**src/rtl/result_accumulator.sv**
```systemverilog
// result_accumulator: collects batches of unsigned result samples over a
// valid/ready handshake and presents sum, max, min and count of each batch
// on a second valid/ready handshake. A flush closes a partial batch early.
module result_accumulator #(
  parameter int WIDTH = 5,
  parameter int BATCH = 4,
  localparam int SUM_W = WIDTH + $clog2(BATCH),
  localparam int CNT_W = $clog2(BATCH + 1)
) (
  input  logic             clock,
  input  logic             reset,
  input  logic             io_in_valid,
  output logic             io_in_ready,
  input  logic [WIDTH-1:0] io_in_bits,
  input  logic             io_flush,
  output logic             io_out_valid,
  input  logic             io_out_ready,
  output logic [SUM_W-1:0] io_out_sum,
  output logic [WIDTH-1:0] io_out_max,
  output logic [WIDTH-1:0] io_out_min,
  output logic [CNT_W-1:0] io_out_count
);

  typedef enum logic [0:0] {
    ACCUM = 1'b0,
    DONE  = 1'b1
  } state_t;

  localparam logic [CNT_W-1:0] BATCH_CNT = CNT_W'(BATCH);

  state_t             state_r, state_n;
  logic [SUM_W-1:0]   acc_r,   acc_n;
  logic [WIDTH-1:0]   max_r,   max_n;
  logic [WIDTH-1:0]   min_r,   min_n;
  logic [CNT_W-1:0]   cnt_r,   cnt_n;

  logic               accept_s;
  logic [SUM_W-1:0]   bits_ext_s;
  logic [CNT_W-1:0]   cnt_inc_s;

  assign accept_s   = io_in_valid && io_in_ready;
  assign bits_ext_s = {{(SUM_W-WIDTH){1'b0}}, io_in_bits};
  assign cnt_inc_s  = cnt_r + CNT_W'(1);

  // Statistics are presented straight from the state registers.
  assign io_out_valid = (state_r == DONE);
  assign io_out_sum   = acc_r;
  assign io_out_max   = max_r;
  assign io_out_min   = min_r;
  assign io_out_count = cnt_r;

  // Input ready: always open while collecting; while holding a result, only
  // when that result is being taken this cycle (so the next batch starts
  // without a bubble).
  always_comb begin
    io_in_ready = 1'b0;
    case (state_r)
      ACCUM:   io_in_ready = 1'b1;
      DONE:    io_in_ready = io_out_ready;
      default: io_in_ready = 1'b0;
    endcase
  end

  // Next-state and next-statistics decode for the collect/hold machine.
  always_comb begin
    state_n = state_r;
    acc_n   = acc_r;
    max_n   = max_r;
    min_n   = min_r;
    cnt_n   = cnt_r;
    case (state_r)
      ACCUM: begin
        if (accept_s) begin
          acc_n = acc_r + bits_ext_s;
          max_n = (io_in_bits > max_r) ? io_in_bits : max_r;
          min_n = (io_in_bits < min_r) ? io_in_bits : min_r;
          cnt_n = cnt_inc_s;
          // A flush arriving with a beat closes the batch including that beat.
          if ((cnt_inc_s == BATCH_CNT) || io_flush) begin
            state_n = DONE;
          end else begin
            state_n = ACCUM;
          end
        end else if (io_flush && (cnt_r != {CNT_W{1'b0}})) begin
          state_n = DONE;
        end else begin
          // Flush of an empty batch is meaningless and dropped.
          state_n = ACCUM;
        end
      end
      DONE: begin
        if (io_out_ready) begin
          state_n = ACCUM;
          if (accept_s) begin
            // Beat taken in the handshake cycle seeds the next batch.
            acc_n = bits_ext_s;
            max_n = io_in_bits;
            min_n = io_in_bits;
            cnt_n = CNT_W'(1);
          end else begin
            acc_n = {SUM_W{1'b0}};
            max_n = {WIDTH{1'b0}};
            min_n = {WIDTH{1'b1}};
            cnt_n = {CNT_W{1'b0}};
          end
        end else begin
          // Result held stable under backpressure; flush is not remembered.
          state_n = DONE;
        end
      end
      default: begin
        state_n = ACCUM;
        acc_n   = {SUM_W{1'b0}};
        max_n   = {WIDTH{1'b0}};
        min_n   = {WIDTH{1'b1}};
        cnt_n   = {CNT_W{1'b0}};
      end
    endcase
  end

  // State and statistics registers with synchronous reset to the empty batch.
  always_ff @(posedge clock) begin
    if (reset) begin
      state_r <= ACCUM;
      acc_r   <= {SUM_W{1'b0}};
      max_r   <= {WIDTH{1'b0}};
      min_r   <= {WIDTH{1'b1}};
      cnt_r   <= {CNT_W{1'b0}};
    end else begin
      state_r <= state_n;
      acc_r   <= acc_n;
      max_r   <= max_n;
      min_r   <= min_n;
      cnt_r   <= cnt_n;
    end
  end

endmodule

```
**config.mk**
```make
export PLATFORM = sky130hd
export DESIGN_NAME = result_accumulator
export DESIGN_NICKNAME = d
export VERILOG_FILES = /design/src/rtl/result_accumulator.sv
export SDC_FILE = /design/constraint.sdc
export NUM_CORES = 1
export LEC_CHECK = 0
export ABC_CLOCK_PERIOD_IN_PS = 2900
export BUFFER_PORTS_ARGS = -buffer_cell sky130_fd_sc_hd__buf_2
export CAP_MARGIN = 20
export CORE_AREA = 5 5 57 59
export CTS_CLUSTER_DIAMETER = 50
export DETAILED_ROUTE_END_ITERATION = 8
export DIE_AREA = 0 0 62 64
export GPL_TIMING_DRIVEN = 1
export PLACE_DENSITY = 0.77
export RECOVER_POWER = 25
export SETUP_SLACK_MARGIN = 0.02
export SYNTH_ARGS = -nofsm -noshare
export SYNTH_HDL_FRONTEND = slang
export SYNTH_SLANG_ARGS = --single-unit
```
**constraint.sdc**
```tcl
create_clock -name clock -period 2.9 [get_ports clock]
set_clock_uncertainty 0.2 [all_clocks]
set_input_delay 0.58 -clock clock [delete_from_list [all_inputs] [get_ports clock]]
set_output_delay 0.58 -clock clock [all_outputs]
set_load 0.1 [all_outputs]
```
## Word-level counts from Yosys, hierarchy flattened

Cells that the tools add are included.

- Register bits: 21
- Input bits: 10
- Output and inout bits: 22
- Word-level logic and storage cells: 46

- Add/subtract/negate cells: 2
- Order comparisons: 2
- Eq/ne operators: 5
- Multiplexer cells: 24
- Bitwise gates (word level): 1
- Reduce and logical (&&, ||, !) cells: 7

Operators with widths:

| operator | count |
|---|---|
| 5-bit 2-to-1 mux | 9 |
| 5-bit case mux with 2 select lines | 2 |
| 7-bit 2-to-1 mux | 2 |
| 7-bit case mux with 2 select lines | 1 |
| 2-bit inequality test, second input constant | 4 |
| 7-bit by 5-bit adder with 7-bit output | 1 |
| 3-bit 2-to-1 mux | 2 |
| 3-bit case mux with 2 select lines | 1 |
| 3-bit AND reduction | 2 |
| 5-bit > comparator | 1 |
| 5-bit < comparator | 1 |
| 1-bit 2-to-1 mux | 5 |
| 1-bit case mux with 2 select lines | 2 |
| 3-bit by 1-bit adder with 3-bit output, second input constant | 1 |
| 3-bit equality test, second input constant | 1 |
| 3-bit nonzero test | 1 |
| 1-bit logical AND | 2 |
| 2-bit AND reduction | 1 |
| 1-bit logical OR | 1 |
| 1-bit NOT | 1 |

## Depth between registers and ports, before layout

- Word-level depth: 6
- Depth in mapped cells: 7
- Gate-level depth less buffers: 7

## Worst setup path after synthesis

Ideal clock, no wire load.

- Kind: register to register
- Start point: register max_r[2] (netlist: io_out_max[2])
- End point: register max_r[1] (netlist: io_out_max[1])
- Library setup time: 0.116 ns
- Arrival time: 2.226 ns
- Required time: 2.584 ns
- Path slack: 0.358 ns
- Stages on the path, launching flop included: 8
- Path buffers: 0
- Period minus slack after synthesis: 2.542 ns
- Cells stage by stage: dfxtp_1 -> inv_1 -> ha_1 -> a211oi_1 -> o21ai_0 -> o2bb2ai_2 -> nor2_1 -> a31o_2

- Word-level cells in the longest chain between the ends: 3

RTL lines:

| item | RTL line | RTL |
|---|---|---|
| start: declaration | 33 | `logic [WIDTH-1:0] max_r, max_n;` |
| start signal: assignment | 126 | `max_r <= {WIDTH{1'b0}};` |
| start signal: assignment | 132 | `max_r <= max_n;` |
| 5-bit > comparator | 75 | `max_n = (io_in_bits > max_r) ? io_in_bits : max_r;` |
| 2-bit inequality test (no source line) | - |  |
| 3-bit AND reduction (no source line) | - |  |

No other way between the ends.
A chain may end at the register's enable or synchronous reset.

## Worst setup path after layout

- Start point: input io_in_valid
- End point: register max_r[4] (netlist: io_out_max[4])

- Word-level cells in the longest chain between the ends: 4
- Elaborated cells on any way between the ends: 6
- Those cells by class: eq/ne: 1; mux: 3; reduce/logical: 2

RTL lines:

| item | RTL line | RTL |
|---|---|---|
| start: declaration | 12 | `input logic io_in_valid,` |
| 1-bit logical AND (*) | 41 | `assign accept_s = io_in_valid && io_in_ready;` |
| 5-bit 2-to-1 mux | 94 | `if (accept_s) begin` |
| 5-bit 2-to-1 mux | 92 | `if (io_out_ready) begin` |
| 5-bit case mux with 2 select lines | 71 | `case (state_r)` |

Mark *: on every way between the ends. The rest lies on a longest branch, timed or not. The select of a mux whose other input is x is not followed.

==> impl_metrics.tcl <==
set metrics [dict create \
    status "finished clean" \
    drt_iter0_markers 56 \
    min_period_ps 2300 \
    finalWeightedCongestion 0.882 \
    finish.utilization_pct 58.3 \
    dr.pass1.iters 4 \
    vias_per_cell 5.80 \
    ant_nets 0 \
    die_area_um2 3970 \
    critPathKind "in -> reg" \
    cpLargestDelayFamily "compound AO/OA/AOI/OAI gates" \
    synthesis.nets 188 \
    synth_edf_count 0 \
    synth.avg_cell_area_um2 8.59 \
    grt_pass1_vias 1209 \
    ys_ff_latch 21 \
    grt_pass1_wl_um 5410 \
    power_mw 0.919 \
    finalSetupViolations 0 \
    h-tree-depth 1 \
    cp.arrival_ps 2310 \
    ios 32 \
    min_delay_path_depth 2 \
    ys_async_sr_fraction_pct 0 \
    relSlewSlack_pct 39.9 \
    path_cells "clkbuf_1, nor2b_1, o21ai_0, o2bb2ai_2, a31o_2" \
    dp_slack_ps 392 \
    io_buffers 31 \
    syn_to_final_growth_pct 13.0 \
    vdd_drop_max_uv 406 \
    synth_top_area_share_pct 30.6 \
    synth_largest_area_cell "dfxtp_1" \
    fin_ws_ps 600 \
    leakagePower_nw 0.753 \
    drc 0 \
    worst_pin_slew_ps 901 \
    clk_latency_ps 310 \
    syn_area_um2 1370 \
    path_max_fanout 11 \
    yosysMostFrequentCell "dfxtp_1" \
    cts.clk_slew.worst_paths_ps 130 \
    worst_setup_path_start_kind "input port" \
    path_buf_inv 1 \
    r2r_cells 6 \
    crit_path_top_delay_cell "nor2b_1" \
    grt_start_max_net_pins 21 \
    post-dp-hpwl_um 2490 \
    ys_types 40 \
    max_freq_mhz 435 \
    max-cap-violations 0 \
    critical-path-max-stage-delay_ps 560 \
    nets 218 \
    cts_buffer_depth 2 \
    holdBufCountCts 0 \
    tritoncts "built" \
    ys_dominant_reg_cell "dfxtp_1" \
    required_ps 2910 \
    coreArea_um2 2660 \
    rsz0062_at_grt "false" \
    hold_viol 0 \
    die_w_um 62 \
    overflow 0 \
    cts_setup_buffers 0 \
    start_util_pct 51.6 \
    drv_slew 0 \
    drive_gt1_share_pct 22.8 \
    rows 19 \
    num_vias 1277 \
    synth_seq_area_share_pct 30.6 \
    n_fill_cell 252 \
    antenna_found_initial 0 \
    cp-end-kind "register" \
    synth_area_leaders "dfxtp_1, ha_1, a21oi_1, a211oi_1, nand2_1" \
    wirelength_um 3330 \
    powerDensity_nw_per_um2 592 \
    root_buffer "clkbuf_4" \
    min_path_type "reg -> reg" \
    period_share_pct 79.3 \
    track_usage_pct 17.9 \
    synthCells 160 \
    fin_hold_ws_ps 320 \
    path_depth 5 \
    post_cts_resized 0 \
    cts_buffers 3 \
    antenna_cells 0 \
    cts.sinks 21 \
    setup_tns_ps 0 \
    wire_per_inst_um 15.1 \
    ys_warn_count 0 \
    die_height_um 64 \
    netlist_top_cells_count "dfxtp_1, ha_1, nand2_1, nor2_1, inv_1" \
]
routing by layer:
| metal | routed length, um | GRT usage, % |
|---|---|---|
| met4 | 53 | 6.90 |
| met5 | 0 | 0 |
| met1 | 1570 | 24.3 |
| met3 | 187 | 3.62 |
| met2 | 1520 | 27.3 |
logic make-up after synthesis:
group	synth area share, %
buffers and inverters	6.56
adders and majority gates	16.9
DFF	30.6
AOI/OAI and AO/OA	28.0
xor gates and xnor gates	3.19
and+or+nand+nor	14.8
worst register-to-register path: cells and delay by family (launching register included):
kind / cells / cell delay, ps
AOI/OAI and AO/OA: 2 / 280
buffers and inverters: 1 / 680
DFF: 1 / 440
and+or+nand+nor: 3 / 550
state kept, by name, indices dropped and copies added, names as in the netlist:
name and count:
io_out_count 3, io_out_max 5, io_out_min 5, io_out_sum 7, io_out_valid 1
metrics by stage:
stage                     std cells  cell area, um2
after floorplan                 160            1370
after global placement          216            1530
after detailed placement        216            1530
after CTS                       220            1560
after global routing            220            1550
final                           220            1550
worst paths after layout:
kind | slack (ps) | start | endpoint
hold reg to reg | 320 | io_out_min[1]$_SDFFE_PP1P_ | io_out_min[1]$_SDFFE_PP1P_
setup / recovery | 600 | io_in_valid | io_out_max[4]$_SDFFE_PP0P_
hold / removal | 320 | io_out_min[1]$_SDFFE_PP1P_ | io_out_min[1]$_SDFFE_PP1P_
setup reg to reg | 690 | io_out_valid$_SDFF_PP0_ | io_out_count[2]$_SDFFE_PP0P_
where the power goes:
group          leakage (nW)  switching [mW]  internal (mW)
clock network        0.0150          0.0936         0.0538
logic                 0.565           0.329          0.102
registers             0.173          0.0242          0.316
layout by cell type (no fill, tap or decap), types with 4 or more instances in the layout:
master and n:
inv_1 13, a21oi_1 12, buf_2 30, nor2_1 14
a211oi_1 8, dfxtp_1 21, o21ai_0 6, a31o_2 5
nand2_1 15, ha_1 17, xor2_1 4, a41oi_1 4
cell type report:
| cell class | count | area [um2] | area share [%] |
|---|---|---|---|
| tap | 31 | 38.8 | 2.50 |
| clock buffer | 4 | 26.3 | 1.69 |
| timing repair buffer | 32 | 158 | 10.2 |
| sequential | 21 | 420 | 27.1 |
| inverter | 13 | 48.8 | 3.14 |
| multi-input combinational | 119 | 861 | 55.4 |
(Power assumes the default switching activity.)
